### src/rtl/mem_arbiter16_if.sv
// Bus bundle between the fetch/data requesters, the shared memory and the arbiter.
// The arbiter uses the slave modport; the requester/memory side uses master.
interface mem_arbiter16_if #(
    parameter int AW = 10,
    parameter int DW = 16
);
    logic          if_req;
    logic [AW-1:0] if_addr;
    logic          if_gnt;
    logic          if_stall;
    logic          if_rvalid;
    logic [DW-1:0] if_rdata;

    logic          dm_req;
    logic          dm_we;
    logic [AW-1:0] dm_addr;
    logic [DW-1:0] dm_wdata;
    logic          dm_gnt;
    logic          dm_rvalid;
    logic [DW-1:0] dm_rdata;

    logic          mem_en;
    logic          mem_we;
    logic [AW-1:0] mem_addr;
    logic [DW-1:0] mem_wdata;
    logic [DW-1:0] mem_rdata;

    modport slave (
        input  if_req, if_addr, dm_req, dm_we, dm_addr, dm_wdata, mem_rdata,
        output if_gnt, if_stall, if_rvalid, if_rdata,
        output dm_gnt, dm_rvalid, dm_rdata,
        output mem_en, mem_we, mem_addr, mem_wdata
    );

    modport master (
        output if_req, if_addr, dm_req, dm_we, dm_addr, dm_wdata, mem_rdata,
        input  if_gnt, if_stall, if_rvalid, if_rdata,
        input  dm_gnt, dm_rvalid, dm_rdata,
        input  mem_en, mem_we, mem_addr, mem_wdata
    );
endinterface

### src/rtl/mem_arbiter16.sv
// Single-port memory arbiter between instruction fetch (IF) and data memory (DM).
// DM wins by default; IF is forced through after STARVE_MAX consecutive denials.
module mem_arbiter16 #(
    parameter int AW         = 10,
    parameter int DW         = 16,
    parameter int STARVE_MAX = 3
) (
    input logic            clk,
    input logic            rst_n,
    mem_arbiter16_if.slave bus
);
    localparam int SW = ($clog2(STARVE_MAX + 1) < 2) ? 2 : $clog2(STARVE_MAX + 1);
    localparam logic [SW-1:0] STARVE_LIM = SW'(STARVE_MAX);

    typedef enum logic [1:0] {
        OWN_NONE = 2'd0,
        OWN_IF   = 2'd1,
        OWN_DM   = 2'd2
    } owner_t;

    owner_t        owner_q, owner_d;
    logic [SW-1:0] starve_q, starve_d;
    logic [AW-1:0] addr_q, addr_d;
    logic [DW-1:0] wdata_q, wdata_d;
    logic [DW-1:0] if_rdata_q, dm_rdata_q;
    logic          if_force;
    logic          if_gnt;
    logic          dm_gnt;
    logic          we_d;

    always_ff @(posedge clk or negedge rst_n) begin
        if (!rst_n) begin
            owner_q    <= OWN_NONE;
            starve_q   <= '0;
            addr_q     <= '0;
            wdata_q    <= '0;
            if_rdata_q <= '0;
            dm_rdata_q <= '0;
        end else begin
            owner_q  <= owner_d;
            starve_q <= starve_d;
            addr_q   <= addr_d;
            wdata_q  <= wdata_d;
            if (owner_q == OWN_IF)
                if_rdata_q <= bus.mem_rdata;
            if (owner_q == OWN_DM)
                dm_rdata_q <= bus.mem_rdata;
        end
    end

    // Grants are gated by rst_n so every strobe is low for the whole reset window.
    always_comb begin
        if_force = 1'b0;
        if_gnt   = 1'b0;
        dm_gnt   = 1'b0;
        we_d     = 1'b0;
        owner_d  = OWN_NONE;
        starve_d = '0;
        addr_d   = addr_q;
        wdata_d  = wdata_q;
        if (rst_n) begin
            if_force = bus.if_req && (starve_q == STARVE_LIM);
            dm_gnt   = bus.dm_req && !if_force;
            if_gnt   = bus.if_req && !dm_gnt;
            if (dm_gnt) begin
                addr_d  = bus.dm_addr;
                wdata_d = bus.dm_wdata;
                we_d    = bus.dm_we;
                owner_d = bus.dm_we ? OWN_NONE : OWN_DM;
            end else if (if_gnt) begin
                addr_d  = bus.if_addr;
                owner_d = OWN_IF;
            end
            if (bus.if_req && !if_gnt)
                starve_d = (starve_q == STARVE_LIM) ? starve_q : starve_q + SW'(1);
        end
    end

    assign bus.if_gnt    = if_gnt;
    assign bus.dm_gnt    = dm_gnt;
    assign bus.if_stall  = bus.if_req & ~if_gnt;
    assign bus.mem_en    = if_gnt | dm_gnt;
    assign bus.mem_we    = we_d;
    assign bus.mem_addr  = addr_d;
    assign bus.mem_wdata = wdata_d;

    // Read data arrives from memory in the rvalid cycle itself; the registers only hold it afterwards.
    assign bus.if_rvalid = (owner_q == OWN_IF);
    assign bus.dm_rvalid = (owner_q == OWN_DM);
    assign bus.if_rdata  = (owner_q == OWN_IF) ? bus.mem_rdata : if_rdata_q;
    assign bus.dm_rdata  = (owner_q == OWN_DM) ? bus.mem_rdata : dm_rdata_q;
endmodule

### src/flat_wrapper.sv
// flat-port wrapper written by rule: the top's interface ports become plain ports
module mem_arbiter16_flat 
#(
    parameter int AW         = 10,
    parameter int DW         = 16,
    parameter int STARVE_MAX = 3
)
  (clk, rst_n, bus_if_req, bus_if_addr, bus_dm_req, bus_dm_we, bus_dm_addr, bus_dm_wdata, bus_mem_rdata, bus_if_gnt, bus_if_stall, bus_if_rvalid, bus_if_rdata, bus_dm_gnt, bus_dm_rvalid, bus_dm_rdata, bus_mem_en, bus_mem_we, bus_mem_addr, bus_mem_wdata);
  mem_arbiter16_if #(.AW(AW), .DW(DW)) bus_i ();
  input logic clk;
  input logic rst_n;
  input wire logic [$bits(bus_i.if_req)-1:0] bus_if_req;
  input wire logic [$bits(bus_i.if_addr)-1:0] bus_if_addr;
  input wire logic [$bits(bus_i.dm_req)-1:0] bus_dm_req;
  input wire logic [$bits(bus_i.dm_we)-1:0] bus_dm_we;
  input wire logic [$bits(bus_i.dm_addr)-1:0] bus_dm_addr;
  input wire logic [$bits(bus_i.dm_wdata)-1:0] bus_dm_wdata;
  input wire logic [$bits(bus_i.mem_rdata)-1:0] bus_mem_rdata;
  output wire logic [$bits(bus_i.if_gnt)-1:0] bus_if_gnt;
  output wire logic [$bits(bus_i.if_stall)-1:0] bus_if_stall;
  output wire logic [$bits(bus_i.if_rvalid)-1:0] bus_if_rvalid;
  output wire logic [$bits(bus_i.if_rdata)-1:0] bus_if_rdata;
  output wire logic [$bits(bus_i.dm_gnt)-1:0] bus_dm_gnt;
  output wire logic [$bits(bus_i.dm_rvalid)-1:0] bus_dm_rvalid;
  output wire logic [$bits(bus_i.dm_rdata)-1:0] bus_dm_rdata;
  output wire logic [$bits(bus_i.mem_en)-1:0] bus_mem_en;
  output wire logic [$bits(bus_i.mem_we)-1:0] bus_mem_we;
  output wire logic [$bits(bus_i.mem_addr)-1:0] bus_mem_addr;
  output wire logic [$bits(bus_i.mem_wdata)-1:0] bus_mem_wdata;
  assign bus_i.if_req = bus_if_req;
  assign bus_i.if_addr = bus_if_addr;
  assign bus_i.dm_req = bus_dm_req;
  assign bus_i.dm_we = bus_dm_we;
  assign bus_i.dm_addr = bus_dm_addr;
  assign bus_i.dm_wdata = bus_dm_wdata;
  assign bus_i.mem_rdata = bus_mem_rdata;
  assign bus_if_gnt = bus_i.if_gnt;
  assign bus_if_stall = bus_i.if_stall;
  assign bus_if_rvalid = bus_i.if_rvalid;
  assign bus_if_rdata = bus_i.if_rdata;
  assign bus_dm_gnt = bus_i.dm_gnt;
  assign bus_dm_rvalid = bus_i.dm_rvalid;
  assign bus_dm_rdata = bus_i.dm_rdata;
  assign bus_mem_en = bus_i.mem_en;
  assign bus_mem_we = bus_i.mem_we;
  assign bus_mem_addr = bus_i.mem_addr;
  assign bus_mem_wdata = bus_i.mem_wdata;
  mem_arbiter16 #(.AW(AW), .DW(DW), .STARVE_MAX(STARVE_MAX)) u_core (.clk(clk), .rst_n(rst_n), .bus(bus_i));
endmodule
### config.mk
export PLATFORM = sky130hd
export DESIGN_NAME = mem_arbiter16_flat
export DESIGN_NICKNAME = d
export VERILOG_FILES = /design/src/rtl/mem_arbiter16_if.sv /design/src/rtl/mem_arbiter16.sv /design/src/flat_wrapper.sv
export SDC_FILE = /design/constraint.sdc
export NUM_CORES = 1
export LEC_CHECK = 0
export CORE_AREA = 2 2 65 98
export DETAILED_ROUTE_END_ITERATION = 8
export DIE_AREA = 0 0 67 100
export PLACE_DENSITY_LB_ADDON = 0.25
export SYNTH_ARGS = -nofsm -noshare
export SYNTH_HDL_FRONTEND = slang
export SYNTH_SLANG_ARGS = --single-unit
### constraint.sdc
create_clock -name clk -period 4.27 [get_ports clk]
set_clock_uncertainty 0.2 [all_clocks]
set_input_delay 0.854 -clock clk [delete_from_list [all_inputs] [get_ports clk]]
set_output_delay 0.854 -clock clk [all_outputs]
set_load 0.01 [all_outputs]
==> results.cfg <==
[floorplan]
core-area_um2 = 5960
initial_core_util = 0.413
die_x_um = 67
num_rows = 35
ios = 122
die_area_um2 = 6700
chipHeight_um = 100

[critical_path]
crit_type = in -> out
required_ns = 3.22
r2r_setup_slack_ns = 2.46
start_kind = input port
critPathCaptureType = primary output
cp.arrival_ns = 2.79
path_max_fanout = 18

[placed_design]
port_buffers = 121
placedInstanceArea_um2 = 3730
dp.final_hpwl_mm = 4.09
place_congestion = 0.757
pre_cts_slack_ns = 0.407

[timing]
maxSlewHeadroom = 0.451
finalCriticalPeriod_ns = 3.85
finalHoldViolCount = 0
timing.fmax_mhz = 260
setup-tns-final_ns = 0
setup_ws_ns = 0.423
tightest_slew_ns = 0.823
period_share = 0.901
rsz0062_at_grt = false
drv_slew = 0
finalSetupViolCount = 0

[cells_and_area]
antenna_cells = 0
final_layout_size_suffix_gt1_frac = 0.250
post-route-util = 0.664
syn2layout_area_growth_pct = 60.8
fin_area_um2 = 3950
fin_nets = 341

[drt]
first_pass_iters = 4
avgRoutedWirePerCell_um = 15.6
routed_wl_mm = 5.64
postRouteAntennaNets = 0
drt_iter0_drc = 44
via_per_inst = 4.76
vias = 1722
route.detailed.drc = 0

[outcome]
outcome = complete, no violations

[synthesis]
synth_nets = 213
synthCells = 155
synth-seq-area-share = 0.631
netlist_top_cells_area = dfrtp_1 63%, mux2_2 18%, mux2_4 5.5%
yosysWarnings = 0
ys_types = 20
synth_ff_type = dfrtp_1
yosysTopAreaCellShare = 0.631
syn_avg_cell_area_um2 = 15.9
ys_ff_latch = 62
yosys.cell_count.top_type = dfrtp_1
synth.largest_area_cell = dfrtp_1
async_reset_ff_frac = 1.00
synth_edf_count = 0
netlist_area_um2 = 2460
synth.top_cells.by_count = 62 x dfrtp_1, 39 x mux2_2, 11 x and2_1

[power]
p_per_area_nw_per_um2 = 444
ir_worst_vdd_mv = 0.423
p_leak_nw = 1.70

[global_routing]
grt_pass1_vias = 1792
antenna_found_initial = 0
grtUsageTotal = 0.179
grt_max_degree = 56
grt_pass1_wl_mm = 8.85
grt_overflow = 0

[clock_network]
clockBufferDepth = 2
cts_root_buffer = clkbuf_8
clk_pin_slew_ns = 0.07
ctsHtreeMaxLevel = 3
cts_inserted_buffers = 9
insertion_delay_ns = 0.33
hold_buffers = 0
clock_sinks = 62
post_cts.repair.setup_buffers = 0
cts_resized = 0
cts_tree = built

[worst_hold_path]
min_path_type = in -> async

[job]
drv_cap = 0
-- cells in the final DEF, fill, tap and decap left out --
master and n:
nor2b_2 1, a21oi_1 1, nor4bb_1 1, nor2_1 1, buf_2 1, nand3_4 1
dfrtp_1 62, nand2b_1 1, buf_4 4, ha_1 1, inv_1 3, nand2_1 2
and2_1 11, mux2_4 9, clkinv_4 3, clkinvlp_4 1, nor4b_1 1, clkdlybuf4s50_1 120
inv_2 1, bufinv_16 2, mux2_2 39, clkinv_2 1, a221o_1 10, clkbuf_8 9
o21ai_1 1, nor2b_1 1
-- flip-flops by register name, summed over array words and instances (netlist names) --
signal             flops
u_core.dm_rdata_q     16
u_core.if_rdata_q     16
u_core.wdata_q        16
u_core.addr_q         10
u_core.owner_q         2
u_core.starve_q        2
-- cells by family (layout without fill, tap and decap cells) --
group | count (synthesis) | in the layout | share of synthesized area
muxes | 48 | 48 | 0.234
adders and majority gates | 1 | 1 | 0.00509
DFF | 62 | 62 | 0.631
AOI/OAI and AO/OA | 12 | 12 | 0.0448
buffers and inverters | 12 | 145 | 0.0305
and+or+nand+nor | 20 | 20 | 0.0550
-- routing by layer --
layer | wire (um) | global-route usage | vias to the layer above | part of all wire
met5 | 0 | 0 | - | 0
met4 | 100 | 0.0754 | 0 | 0.018
met3 | 430 | 0.0695 | 8 | 0.076
met2 | 2900 | 0.284 | 74 | 0.51
met1 | 2220 | 0.213 | 836 | 0.39
li1 | - | - | 804 | -
-- area by class of cell --
| type | instances | area, um^2 |
|---|---|---|
| multi-input combinational | 81 | 835 |
| inverter | 4 | 15.0 |
| sequential | 62 | 1550 |
| tap | 74 | 92.6 |
| timing repair buffer | 125 | 1240 |
| clock inverter | 7 | 98.8 |
| clock buffer | 9 | 124 |
| fill | 484 | 2000 |
-- through the flow --
step	power (mW)	hold WS (ns)	cells
3_3_place_gp	1.20	0.241	346
3_5_place_dp	1.21	0.237	346
2_1_floorplan	0.917	0.217	155
4_1_cts	1.78	0.178	362
5_1_grt	1.84	0.187	362
6_report	1.76	0.194	362
-- report_power, final --
group | switching, mW | internal, mW
Sequential | 0.0235 | 0.684
Combinational | 0.182 | 0.305
Clock | 0.232 | 0.330
-- critical path: stages --
cell and delay [ns]:
clkdlybuf4s50_1 0.58, nand3_4 0.29, inv_2 0.29, a221o_1 0.22
clkdlybuf4s50_1 0.56
-- final timing paths --
path	end	cells past startpoint	start
worst min register to register	u_core.starve_q[0]	1	u_core.starve_q[0]
min in group clk	u_core.starve_q[0]	1	u_core.starve_q[0]
max in group asynchronous	u_core.dm_rdata_q[4]	2	rst_n
worst max-delay path	bus_mem_addr[4]	5	bus_dm_req
worst max register to register	u_core.addr_q[4]	5	u_core.starve_q[0]
worst min-delay path	u_core.wdata_q[1]	1	rst_n
(Power assumes the default switching activity.)
